[src/rtl/decrypt_stream.sv]
// decrypt_stream: two-stage streaming decryptor for the 5x5 Polybius /
// additive-key cipher. Stage 1 subtracts the positional key code from the
// ciphertext byte; stage 2 maps the difference back through the inverse
// substitution table or passes it through as a special character.
// Both sides use valid/ready handshakes; throughput is one beat per cycle.
//
// Optional feature: define DECRYPT_LOSSY_FLAG_EN to add out_lossy and to
// render the "unrecoverable character" marker (difference 8'hA5) as '?'.

module decrypt_stream #(
  parameter int SEC_LEN = 9  // key length; the key ROM holds "PARASCHIV"
) (
  input  logic       clk,
  input  logic       rst_n,
  input  logic       in_valid,
  output logic       in_ready,
  input  logic [7:0] in_data,
  input  logic       in_sof,
  output logic       out_valid,
  input  logic       out_ready,
  output logic [7:0] out_data,
  output logic       out_letter
`ifdef DECRYPT_LOSSY_FLAG_EN
  ,
  output logic       out_lossy
`endif
);

  localparam int IDX_W = (SEC_LEN > 1) ? $clog2(SEC_LEN) : 1;

  // Inverse substitution table, row-major; entry (row-1)*5 + (col-1).
  localparam logic [7:0] LETTERS [25] = '{
    "M", "A", "T", "E", "I",
    "B", "C", "D", "F", "G",
    "H", "K", "L", "N", "O",
    "P", "Q", "R", "S", "U",
    "V", "W", "X", "Y", "Z"
  };

  // Polybius codes of the key letters P A R A S C H I V.
  function automatic logic [7:0] key_code(input logic [IDX_W-1:0] k);
    case (int'(k))
      0:       key_code = 8'd41;
      1:       key_code = 8'd12;
      2:       key_code = 8'd43;
      3:       key_code = 8'd12;
      4:       key_code = 8'd44;
      5:       key_code = 8'd22;
      6:       key_code = 8'd31;
      7:       key_code = 8'd15;
      8:       key_code = 8'd51;
      default: key_code = 8'd0;
    endcase
  endfunction

  // Sequential state
  logic [IDX_W-1:0] idx_q, idx_d;
  logic             s1_valid_q, s1_valid_d;
  logic [7:0]       s1_d_q, s1_d_d;
  logic             out_valid_q, out_valid_d;
  logic [7:0]       out_data_q, out_data_d;
  logic             out_letter_q, out_letter_d;
`ifdef DECRYPT_LOSSY_FLAG_EN
  logic             out_lossy_q, out_lossy_d;
`endif

  // Combinational helpers
  logic             advance;
  logic             accept;
  logic [IDX_W-1:0] k;
  logic [7:0]       row, col;
  logic [4:0]       tidx;
  logic [7:0]       dec_data;
  logic             dec_letter;
  logic             dec_lossy;

  // Classify the stage-1 difference: letter code, lossy marker or special.
  always_comb begin
    // NOTE: every always_comb output gets a default first so no path leaves
    // it unassigned, which would otherwise infer a latch.
    row        = s1_d_q / 8'd10;
    col        = s1_d_q % 8'd10;
    tidx       = 5'((row - 8'd1) * 8'd5 + (col - 8'd1));
    dec_data   = s1_d_q;
    dec_letter = 1'b0;
    dec_lossy  = 1'b0;
    if (row >= 8'd1 && row <= 8'd5 && col >= 8'd1 && col <= 8'd5) begin
      dec_data   = LETTERS[tidx];
      dec_letter = 1'b1;
    end
`ifdef DECRYPT_LOSSY_FLAG_EN
    else if (s1_d_q == 8'hA5) begin
      dec_data  = 8'h3F;
      dec_lossy = 1'b1;
    end
`endif
  end

  // Handshakes, key indexing and next state for both pipeline stages.
  always_comb begin
    advance  = !out_valid_q || out_ready;
    in_ready = !s1_valid_q || advance;
    accept   = in_valid && in_ready;
    k        = in_sof ? '0 : idx_q;

    idx_d        = idx_q;
    s1_valid_d   = s1_valid_q;
    s1_d_d       = s1_d_q;
    out_valid_d  = out_valid_q;
    out_data_d   = out_data_q;
    out_letter_d = out_letter_q;
`ifdef DECRYPT_LOSSY_FLAG_EN
    out_lossy_d  = out_lossy_q;
`endif

    // Running index only moves on an accepted beat.
    if (accept) begin
      idx_d = (k == IDX_W'(SEC_LEN - 1)) ? '0 : k + IDX_W'(1);
    end

    // Stage 1 refills on accept; otherwise it empties when stage 2 takes it.
    if (accept) begin
      s1_valid_d = 1'b1;
      s1_d_d     = in_data - key_code(k);
    end else if (advance) begin
      s1_valid_d = 1'b0;
    end

    // Stage 2 data only changes when it loads a valid beat, so it holds
    // stable under backpressure.
    if (advance) begin
      out_valid_d = s1_valid_q;
      if (s1_valid_q) begin
        out_data_d   = dec_data;
        out_letter_d = dec_letter;
`ifdef DECRYPT_LOSSY_FLAG_EN
        out_lossy_d  = dec_lossy;
`endif
      end
    end
  end

  // Pipeline registers with asynchronous clear; reset drops in-flight beats.
  always_ff @(posedge clk or negedge rst_n) begin
    // NOTE: sequential state uses non-blocking assignments so every flop
    // samples pre-edge values regardless of statement order.
    if (!rst_n) begin
      idx_q        <= '0;
      s1_valid_q   <= 1'b0;
      s1_d_q       <= 8'h00;
      out_valid_q  <= 1'b0;
      out_data_q   <= 8'h00;
      out_letter_q <= 1'b0;
`ifdef DECRYPT_LOSSY_FLAG_EN
      out_lossy_q  <= 1'b0;
`endif
    end else begin
      idx_q        <= idx_d;
      s1_valid_q   <= s1_valid_d;
      s1_d_q       <= s1_d_d;
      out_valid_q  <= out_valid_d;
      out_data_q   <= out_data_d;
      out_letter_q <= out_letter_d;
`ifdef DECRYPT_LOSSY_FLAG_EN
      out_lossy_q  <= out_lossy_d;
`endif
    end
  end

  assign out_valid  = out_valid_q;
  assign out_data   = out_data_q;
  assign out_letter = out_letter_q;
`ifdef DECRYPT_LOSSY_FLAG_EN
  assign out_lossy  = out_lossy_q;
`endif

  // dec_lossy only drives a register when the lossy flag is built in.
  logic unused_ok;
  assign unused_ok = dec_lossy;

endmodule

[config.mk]
export PLATFORM = sky130hd
export DESIGN_NAME = decrypt_stream
export DESIGN_NICKNAME = d
export VERILOG_FILES = /design/src/rtl/decrypt_stream.sv
export SDC_FILE = /design/constraint.sdc
export NUM_CORES = 1
export LEC_CHECK = 0
export BUFFER_PORTS_ARGS = -buffer_cell sky130_fd_sc_hd__buf_2
export CORE_MARGIN = 8
export CORE_UTILIZATION = 25
export DETAILED_ROUTE_END_ITERATION = 16
export HOLD_SLACK_MARGIN = 0.12
export SYNTH_ARGS = -nofsm -noshare
export SYNTH_HDL_FRONTEND = slang
export SYNTH_SLANG_ARGS = --single-unit
export TNS_END_PERCENT = 20
[constraint.sdc]
create_clock -name clk -period 15.45 [get_ports clk]
set_input_delay 3.09 -clock clk [delete_from_list [all_inputs] [get_ports clk]]
set_output_delay 3.09 -clock clk [all_outputs]
set_load 0.05 [all_outputs]
==> results of run 1 <==
==> cells in the final DEF, fill, tap and decap left out, types with 3 or more instances in the layout <==
master | netlist | final
nand2_1 | 46 | 46
o21ai_0 | 39 | 39
inv_1 | 24 | 24
ha_1 | 24 | 24
dfrtp_1 | 23 | 23
buf_2 | 9 | 23
nor2_1 | 20 | 20
xnor2_1 | 20 | 20
a21oi_1 | 18 | 18
nand2b_1 | 12 | 12
a21o_1 | 11 | 11
nor2b_1 | 9 | 9
nand3_1 | 8 | 8
a211oi_1 | 6 | 6
o2bb2ai_1 | 5 | 5
o22ai_1 | 5 | 5
mux2i_1 | 5 | 5
xor2_1 | 4 | 4
nor3_1 | 4 | 4
nor3b_1 | 4 | 4
a2111oi_0 | 4 | 4
fa_1 | 4 | 4
nand3b_1 | 3 | 3
a2bb2oi_1 | 3 | 3
nand4_1 | 3 | 3
o31a_1 | 3 | 3
nor4bb_1 | 3 | 3
a22oi_1 | 3 | 3
and2_1 | 3 | 3
o21ai_1 | 3 | 3
a31oi_1 | 3 | 3
clkbuf_16 | 0 | 3
buf_4 | 4 | 3
==> through the flow <==
stage	cell area, µm²	util	hold WS [ps]
floorplan	3244	-	471.1
finish	3492	0.2756	475.9
global route	3492	0.2756	522.0
global placement	3410	0.2691	457.6
detailed placement	3410	0.2691	462.4
CTS	3492	0.2756	484.6
==> final cells by class <==
class                           instances  area (µm²)  area share
Inverter                               25       93.84     0.02687
Multi-Input combinational cell        330        2387      0.6836
Timing Repair Buffer                   26       137.6     0.03941
Sequential cell                        23       575.6      0.1648
Clock inverter                          1       7.507    0.002150
Tap cell                              172       215.2     0.06163
Clock buffer                            3       75.07     0.02150
==> how the worst max path moves through the flow <==
stage | startpoint | end | slack (ps) | depth (start not counted)
floorplan | out_ready | in_ready | 8770 | 1
global placement | out_ready | in_ready | 8740 | 3
detailed placement | out_ready | in_ready | 8710 | 3
CTS | out_ready | in_ready | 8710 | 3
global route | s1_d_q[4]$_DFFE_PN0P_ | out_data[3]$_DFFE_PN0P_ | 8600 | 19
finish | out_ready | in_ready | 8710 | 3
==> synth_stat cells, drive strengths merged, types with 4 or more instances <==
library cell,instances,share of area
mux2i,5,0.015
nand2b,12,0.023
xnor2,20,0.054
nor3b,4,0.0093
and2,4,0.0085
ha,24,0.093
a211oi,7,0.020
nor2b,9,0.017
fa,4,0.025
clkbuf,8,0.0093
nand3,8,0.012
o2bb2ai,5,0.013
a2111oi,5,0.019
xor2,4,0.011
dfrtp,23,0.18
nor2,21,0.027
o22ai,5,0.0096
inv,24,0.028
nand2,47,0.055
nor3,4,0.0062
o21ai,43,0.067
a21o,12,0.030
buf,21,0.049
a21oi,20,0.033
==> worst register-to-register path: stages (launching register included) <==
cell and delay [ps]:
dfrtp_1 970, nand2b_1 250, a2111oi_0 460, a311oi_1 80, o2bb2ai_1 440, nand2_1 280, inv_1 180, ha_1 190
inv_1 90, xnor2_1 170, ha_1 280, inv_1 50, fa_1 540, inv_1 60, ha_1 280, a21o_1 160
a21oi_1 170, xnor2_1 180, xnor3_1 370, nor2_1 120, a32o_1 210, a2111oi_0 370, o311ai_1 190, o21ai_1 140
==> cell families after synthesis <==
family | Yosys count | share of synthesized area
AO/OA/AOI/OAI | 135 | 0.2958
AND/OR/NAND/NOR | 134 | 0.2241
buffers and inverters | 54 | 0.08677
adder cells (fa/ha/maj) | 28 | 0.1172
XOR/XNOR | 25 | 0.07173
flip-flops | 23 | 0.1774
multiplexers | 8 | 0.02699
==> layer usage <==
layer	vias up	wire [µm]	track usage
met1	1405	3682	0.1248
met2	70	3819	0.1672
met3	17	303	0.01428
met5	-	0	0
li1	1484	-	-
met4	0	184	0.03210
==> sequential cells by signal, summed over array words and instances (netlist names) <==
name	cells
s1_valid_q	1
idx_q	4
s1_d_q	8
out_data	8
out_letter	1
out_valid	1
==> qor.yml, run 1 <==
cp_max_fo: 4
cts_resized: 0
hpwlAfterDp_um: 5887
dp_worst_setup_slack_ps: 8713
fin_cells: 580
fin_ws_ps: 8713
die_y_um: 129.9
core_um2: 12670
first_global_vias: 2893
synthesis.area_um2: 3244
detail-route-antenna-nets: 0
viasPerCell: 5.131
maxCapViolations: 0
placedCellCount: 576
grt-ovfl-total: 0
synthDistinctLibCells: 81
path_class: "in2out"
drive_gt1_frac: 0.1201
start_kind: "primary input"
antenna-diode-count: 0
wl_per_cell_um: 13.78
crit_top_cell: "buf_2"
fin_nets: 450
worstSkewPairLatency_ps: 260
antenna_found_initial: 0
yosysSeqAreaShare: 0.1774
worstPathRequired_ps: 12360
route.detailed.drc: 0
finClkSkew_ps: 3.695
relSlewSlack: 0.3402
ys.flop_type: "dfrtp_1"
fp.dieW_um: 129.9
rsz0062_at_grt: "false"
synth_cells: 407
io_buffers: 23
end_kind: "output pin"
cts-buffers-inserted: 3
r2r_cells: 23
hold_depth: 2
synth_nets: 448
htreeDepth: 1
cts_root_buf: "clkbuf_16"
syn_to_final_growth_pct: 7.636
fin_crit_sh: 0.4361
setup_viol: 0
hold_buffers: 0
timing.fmax_mhz: 148.4
finalSetupTns_ps: 0
hold_path.startpoint: "out_data[7]$_DFFE_PN0P_"
io-pin-count: 24
yosys_warnings: 0
hold_class: "reg2reg"
cts_buffer_depth: 2
synth-edff-count: 0
synth.avg_cell_area_um2: 7.971
crit_arrival_ps: 3650
tightest_slew_ps: 989.7
fill_cells: 1395
place_congestion: 0.8364
synth-seq-cells: 23
hold_violations: 0
drt-initial-drc-count: 163
finalCriticalPeriod_ps: 6737
vias: 2976
first_pass_iters: 4
critPathBufInv: 2
async_flop_share: 1.000
cts.sinks: 23
cpMaxStageDelayCell: "buf_2"
grt_pass1_wl_um: 13910
grt_usage: 0.09826
regToRegEndpoint: "out_data[2]$_DFFE_PN0P_"
maxSlewViolCount: 0
reg2reg_slack_ps: 9160
post-cts-setup-buffers: 0
crit_family: "buffers and inverters"
start_util: 0.2560
grt_start_max_net_pins: 34
wl_um: 7990
path_clk_slew_ps: 60
crit_chain: "buf_2, nand3b_1, buf_2"
slowest_delay_ps: 250
hold-path-endpoint: "out_data[7]$_DFFE_PN0P_"
r2r_start: "s1_d_q[4]$_DFFE_PN0P_"
status: "finished, final reports clean"
die_area_um2: 16880
row_count: 41
cts_tree: "done"
Power of run 1 is not shown: default switching activity piles up to over one toggle a cycle in this logic, so the estimate is an artifact.
==> run 2, diff against run 1 <==
--- a/config.mk
+++ b/config.mk
@@ -5,6 +5,7 @@
 export SDC_FILE = /design/constraint.sdc
 export NUM_CORES = 1
 export LEC_CHECK = 0
+export ABC_AREA = 1
 export BUFFER_PORTS_ARGS = -buffer_cell sky130_fd_sc_hd__buf_2
 export CORE_MARGIN = 8
 export CORE_UTILIZATION = 25
==> constraint.sdc (replaced) <==
create_clock -name clk -period 6.05 [get_ports clk]
set_input_delay 1.21 -clock clk [delete_from_list [all_inputs] [get_ports clk]]
set_output_delay 1.21 -clock clk [all_outputs]
set_load 0.05 [all_outputs]
==> qor.yml, run 2 <==
status: "finished, final reports clean"
finClkSkew_ps: 10.14  # +6.447 ps
htreeDepth: 1  # unchanged
place_congestion: 0.8943  # +6.9%
cts_resized: 0  # unchanged
first_global_vias: 2238  # -23%
r2r_cells: 30  # +30%
synthesis.area_um2: 2514  # -23%
setup_viol: 0  # unchanged
multi_input_area_um2: 1689  # -29%
reg2reg_slack_ps: 920  # -8240 ps
first_pass_iters: 4  # unchanged
worstSetupEndpoint: "out_data[3]$_DFFE_PN0P_"
vias: 2315  # -22%
cts_buffer_depth: 2  # unchanged
start_kind: "register"
yosys_warnings: 0  # unchanged
grt_pass1_wl_um: 9818  # -29%
rsz0062_at_grt: "false"
critPathLaunch: "s1_d_q[6]$_DFFE_PN0P_"
timing.fmax_mhz: 195.1
path_clk_slew_ps: 90  # +30 ps
crit_top_cell: "nand2_2"
cts_root_buf: "clkbuf_8"
grt_usage: 0.08818  # -0.01008
synth-edff-count: 0  # unchanged
worstPathRequired_ps: 6260  # -6100 ps
fin_crit_sh: 0.8473
hpwlAfterDp_um: 4843  # -18%
synth-seq-cells: 23  # unchanged
final_common_cell: "nand2_1"
io_buffers: 23  # unchanged
maxCapViolations: 0  # unchanged
async_flop_share: 1.000  # unchanged
seqCellArea_um2: 575.6  # unchanged
synth_most_common_cell: "nand2_1"
start_util: 0.2572  # +0.001120
cts-buffers-inserted: 3  # unchanged
worstSkewPairLatency_ps: 270  # about the same
grt_start_max_net_pins: 24  # -29%
relSlewSlack: 0.6447  # +0.3045
drive_gt1_frac: 0.1753  # +0.05516
synth.avg_cell_area_um2: 6.887  # -14%
synth.top_cell.area_share: 0.2290  # +0.05157
fp.dieW_um: 116.3  # -11%
cpMaxStageDelayCell: "fa_1"
wl_per_cell_um: 10.96  # -20%
route.detailed.drc: 0  # unchanged
post-cts-setup-buffers: 0  # unchanged
cp_max_fo: 9  # +5
viasPerCell: 4.443  # -13%
cts_tree: "done"
maxSlewViolCount: 0  # unchanged
die_area_um2: 13520  # -20%
synth_cells: 365  # -10%
antenna_found_initial: 0  # unchanged
path_class: "reg2reg"
die_y_um: 116.3  # -11%
ys.flop_type: "dfrtp_1"
hold_class: "reg2reg"
tightest_slew_ps: 532.9  # -456.8 ps
end_kind: "register"
fin_nets: 430  # -4.4%
regToRegEndpoint: "out_data[3]$_DFFE_PN0P_"
r2r_start: "s1_d_q[6]$_DFFE_PN0P_"
wl_um: 5710  # -29%
yosysSeqAreaShare: 0.2290  # +0.05157
slowest_delay_ps: 720  # +470 ps
synth_common_cells: "81 x nand2_1, 55 x inv_1, 37 x nor2_1"
synthDistinctLibCells: 36  # -56%
hold_violations: 0  # unchanged
mostFrequentLayoutCells: "81 x nand2_1, 55 x inv_1, 37 x nor2_1"
cts.sinks: 23  # unchanged
yosys-top-cells-area: "dfrtp_1 23%, nand2_1 12%, ha_1 12%"
fill_cells: 1080  # -23%
synth_nets: 406  # -9.4%
row_count: 36  # -12%
drt-initial-drc-count: 100  # -39%
antenna-diode-count: 0  # unchanged
detail-route-antenna-nets: 0  # unchanged
finalCriticalPeriod_ps: 5126
yosys.area.top_type: "dfrtp_1"
syn_to_final_growth_pct: 12.54
crit_arrival_ps: 5330  # +1680 ps
hold_buffers: 0  # unchanged
io-pin-count: 24  # unchanged
grt-ovfl-total: 0  # unchanged
finalSetupTns_ps: 0  # unchanged
core_um2: 9774  # -23%
[run 2: cell families (layout without fill, tap and decap cells)]
| family | after synthesis | after routing | synth area share |
|---|---|---|---|
| AND/OR/NAND/NOR | 180 | 180 | 0.3325 |
| buffers and inverters | 66 | 89 | 0.09905 |
| AO/OA/AOI/OAI | 57 | 57 | 0.1468 |
| adder cells (fa/ha/maj) | 28 | 28 | 0.1513 |
| flip-flops | 23 | 23 | 0.2290 |
| XOR/XNOR | 11 | 11 | 0.04132 |
[run 2: metrics by stage]
step / util / setup slack, ps / cells / hold WS (ps) / area (µm²)
final: 0.2894 / 923.5 / 521 / 482.0 / 2829
after global routing: 0.2894 / 426.9 / 521 / 509.4 / 2829
after floorplan: - / 1349 / 365 / 496.5 / 2514
after CTS: 0.2894 / 913.5 / 521 / 489.9 / 2829
after detailed placement: 0.2844 / 920.1 / 517 / 465.1 / 2780
after global placement: 0.2844 / 1025 / 517 / 461.4 / 2780
[run 2: how the worst min path moves through the flow]
| stage | start | endpoint | slack (ps) | cells past startpoint |
|---|---|---|---|---|
| after floorplan | s1_d_q[2]$_DFFE_PN0P_ | s1_d_q[2]$_DFFE_PN0P_ | 500 | 2 |
| after global placement | out_data[2]$_DFFE_PN0P_ | out_data[2]$_DFFE_PN0P_ | 460 | 2 |
| after detailed placement | out_data[4]$_DFFE_PN0P_ | out_data[4]$_DFFE_PN0P_ | 470 | 2 |
| after CTS | out_data[4]$_DFFE_PN0P_ | out_data[4]$_DFFE_PN0P_ | 490 | 2 |
| after global routing | out_data[2]$_DFFE_PN0P_ | out_data[2]$_DFFE_PN0P_ | 510 | 2 |
| final | out_data[4]$_DFFE_PN0P_ | out_data[4]$_DFFE_PN0P_ | 480 | 2 |
[run 2: cell type report]
type,instances,share of cell area
clock inverter,1,0.002654
timing repair buffer,23,0.04069
tap,133,0.05882
multi-input combinational,276,0.5971
clock buffer,3,0.01460
inverter,62,0.08271
sequential,23,0.2035
[run 2: routing by layer]
layer | GRT usage | share of wire | wire length [µm]
met1 | 0.1072 | 0.47 | 2666
met2 | 0.1572 | 0.50 | 2853
met3 | 0.008790 | 0.021 | 122
met4 | 0.03198 | 0.012 | 68
met5 | 0 | 0 | 0
[run 2: worst max-delay path: cells and delay by family, from the launching register on]
kind / cells / cell delay [ps]
AOI/OAI and AO/OA: 3 / 520
and+or+nand+nor: 18 / 1790
DFF: 1 / 460
buffers and inverters: 4 / 420
xor gates and xnor gates: 1 / 230
adders and majority gates: 4 / 1640
Power of run 2 is left out for the same reason.
==> run 3, diff against run 2 <==
--- a/config.mk
+++ b/config.mk
@@ -5,7 +5,7 @@
 export SDC_FILE = /design/constraint.sdc
 export NUM_CORES = 1
 export LEC_CHECK = 0
-export ABC_AREA = 1
+export ABC_AREA = 0
 export BUFFER_PORTS_ARGS = -buffer_cell sky130_fd_sc_hd__buf_2
 export CORE_MARGIN = 8
 export CORE_UTILIZATION = 25
==> constraint.sdc (replaced) <==
create_clock -name clk -period 4.2 [get_ports clk]
set_input_delay 0.84 -clock clk [delete_from_list [all_inputs] [get_ports clk]]
set_output_delay 0.84 -clock clk [all_outputs]
set_load 0.05 [all_outputs]
==> qor.yml, run 3 (synthesis results as in run 1) <==
status: "finished, violations left"
violations: "negative setup slack"
route.detailed.drc: 0  # unchanged
mostFrequentLayoutCells: "103 x buf_4, 45 x nand2_1, 38 x o21ai_0"
antenna_found_initial: 0  # unchanged
hold_violations: 0  # unchanged
drt-initial-drc-count: 232  # +130%
rsz0062_at_grt: "true"
dp_worst_setup_slack_ps: -698.8  # -1619 ps
vias: 3467  # +50%
cts_root_buf: "clkbuf_16"
start_kind: "register"
end_kind: "register"
fin_crit_sh: 1.148  # +0.3007
crit_family: "adder cells"
crit_chain: "buf_12, and4bb_1, a221o_1, o21ai_2, nand4_1, nand2_2, inv_2, ha_4, inv_4, xnor2_4, ha_1, inv_2, fa_1, inv_2, ha_4, a21o_1, a21oi_2, xnor2_2, xnor3_2, buf_6, or3b_4, mux2i_1, o311a_1, a21oi_2"
grt_pass1_wl_um: 16810  # +71%
cts.sinks: 23  # unchanged
worstSkewPairLatency_ps: 260  # about the same
fp.dieW_um: 129.9  # +12%
maxSlewViolCount: 0  # unchanged
io-pin-count: 24  # unchanged
setup_viol: 5  # +5
timing.fmax_mhz: 207.4  # +6.3%
die_y_um: 129.9  # +12%
die_area_um2: 16880  # +25%
crit_arrival_ps: 4970  # -360 ps
viasPerCell: 5.003  # +13%
grt_usage: 0.1212  # +0.03297
wl_um: 10340  # +81%
place_congestion: 0.8913  # -0.34%
cts_tree: "done"
cp_max_fo: 7  # -2
drive_gt1_frac: 0.3858  # +0.2105
path_clk_slew_ps: 70  # -20 ps
antenna-diode-count: 0  # unchanged
syn_to_final_growth_pct: 44.93
fin_ws_ps: -621.9  # -1545 ps
worstPathRequired_ps: 4350  # -1910 ps
crit_top_cell: "inv_2"
first_pass_iters: 4  # unchanged
cpMaxStageDelayCell: "fa_1"
path_class: "reg2reg"
finClkSkew_ps: 1.972  # -8.170 ps
hpwlAfterDp_um: 7568  # +56%
relSlewSlack: 0.5608  # -0.08390
wl_per_cell_um: 14.91  # +36%
start_util: 0.2560  # -0.001120
finalSetupTns_ps: -2202  # -2202 ps
first_global_vias: 3498  # +56%
row_count: 41  # +14%
grt_start_max_net_pins: 27  # +13%
core_um2: 12670  # +30%
final_common_cell: "buf_4"
fin_nets: 563  # +31%
htreeDepth: 1  # unchanged
cts-buffers-inserted: 3  # unchanged
hold_class: "reg2reg"
maxCapViolations: 0  # unchanged
detail-route-antenna-nets: 0  # unchanged
critPathBufInv: 6  # +2
cts_buffer_depth: 2  # unchanged
slowest_delay_ps: 540  # -180 ps
io_buffers: 23  # unchanged
tightest_slew_ps: 657.1  # +124.3 ps
finalCriticalPeriod_ps: 4822  # -304.6 ps
grt-ovfl-total: 0  # unchanged
run 3: worst paths after layout:
path / from / endpoint / slack, ps / cells past startpoint
worst max-delay path: s1_d_q[3]$_DFFE_PN0P_ / out_data[3]$_DFFE_PN0P_ / -620 / 24
worst min-delay path: out_data[5]$_DFFE_PN0P_ / out_data[5]$_DFFE_PN0P_ / 490 / 2
worst max register to register: s1_d_q[3]$_DFFE_PN0P_ / out_data[3]$_DFFE_PN0P_ / -620 / 24
worst min register to register: out_data[5]$_DFFE_PN0P_ / out_data[5]$_DFFE_PN0P_ / 490 / 2
max in group asynchronous: rst_n / s1_d_q[4]$_DFFE_PN0P_ / 3240 / 1
min in group asynchronous: rst_n / idx_q[0]$_DFFE_PN0P_ / 560 / 1
run 3: cell type report:
type	count	area (µm²)
Timing Repair Buffer	139	1080
Sequential cell	23	578.1
Multi-Input combinational cell	330	2651
Clock buffer	3	75.07
Fill cell	1296	7969
Inverter	25	97.59
Clock inverter	1	5.005
Tap cell	172	215.2
run 3: timing repair:
item | 4_1_cts | 5_1_grt
pin swaps | 11 | 22
cloned | 1 | 3
hold endpoints to repair | 0 | 0
gates resized for setup | 11 | 30
endpoints found under the setup margin | 5 | 5
hold buffers | 0 | 0
buffers inserted | 10 | 10
run 3: metrics by stage:
| step | cells | utilization | instance area [µm²] | hold slack [ps] |
|---|---|---|---|---|
| 3_5_place_dp | 665 | 0.3304 | 4187 | 472.1 |
| 6_report | 693 | 0.3711 | 4702 | 492.6 |
| 3_3_place_gp | 665 | 0.3304 | 4187 | 457.7 |
| 5_1_grt | 693 | 0.3711 | 4702 | 528.0 |
| 4_1_cts | 680 | 0.3472 | 4399 | 494.5 |
| 2_1_floorplan | 407 | - | 3332 | 471.1 |
run 3: worst register-to-register path: cells and delay by family, from the launching register on:
family                   cells  cell delay (ps)
buffers and inverters        6              550
adder cells (fa/ha/maj)      4             1190
flip-flops                   1              490
AO/OA/AOI/OAI                6              990
AND/OR/NAND/NOR              4              810
multiplexers                 1              130
XOR/XNOR                     3              560
run 3: layer usage:
metal / track usage / share of wire / vias up
met2: 0.2147 / 0.50 / 83
met3: 0.01469 / 0.036 / 10
li1: - / - / 1703
met1: 0.1517 / 0.45 / 1671
met5: 0 / 0 / -
met4: 0.03142 / 0.011 / 0
Power of run 3 is left out for the same reason.
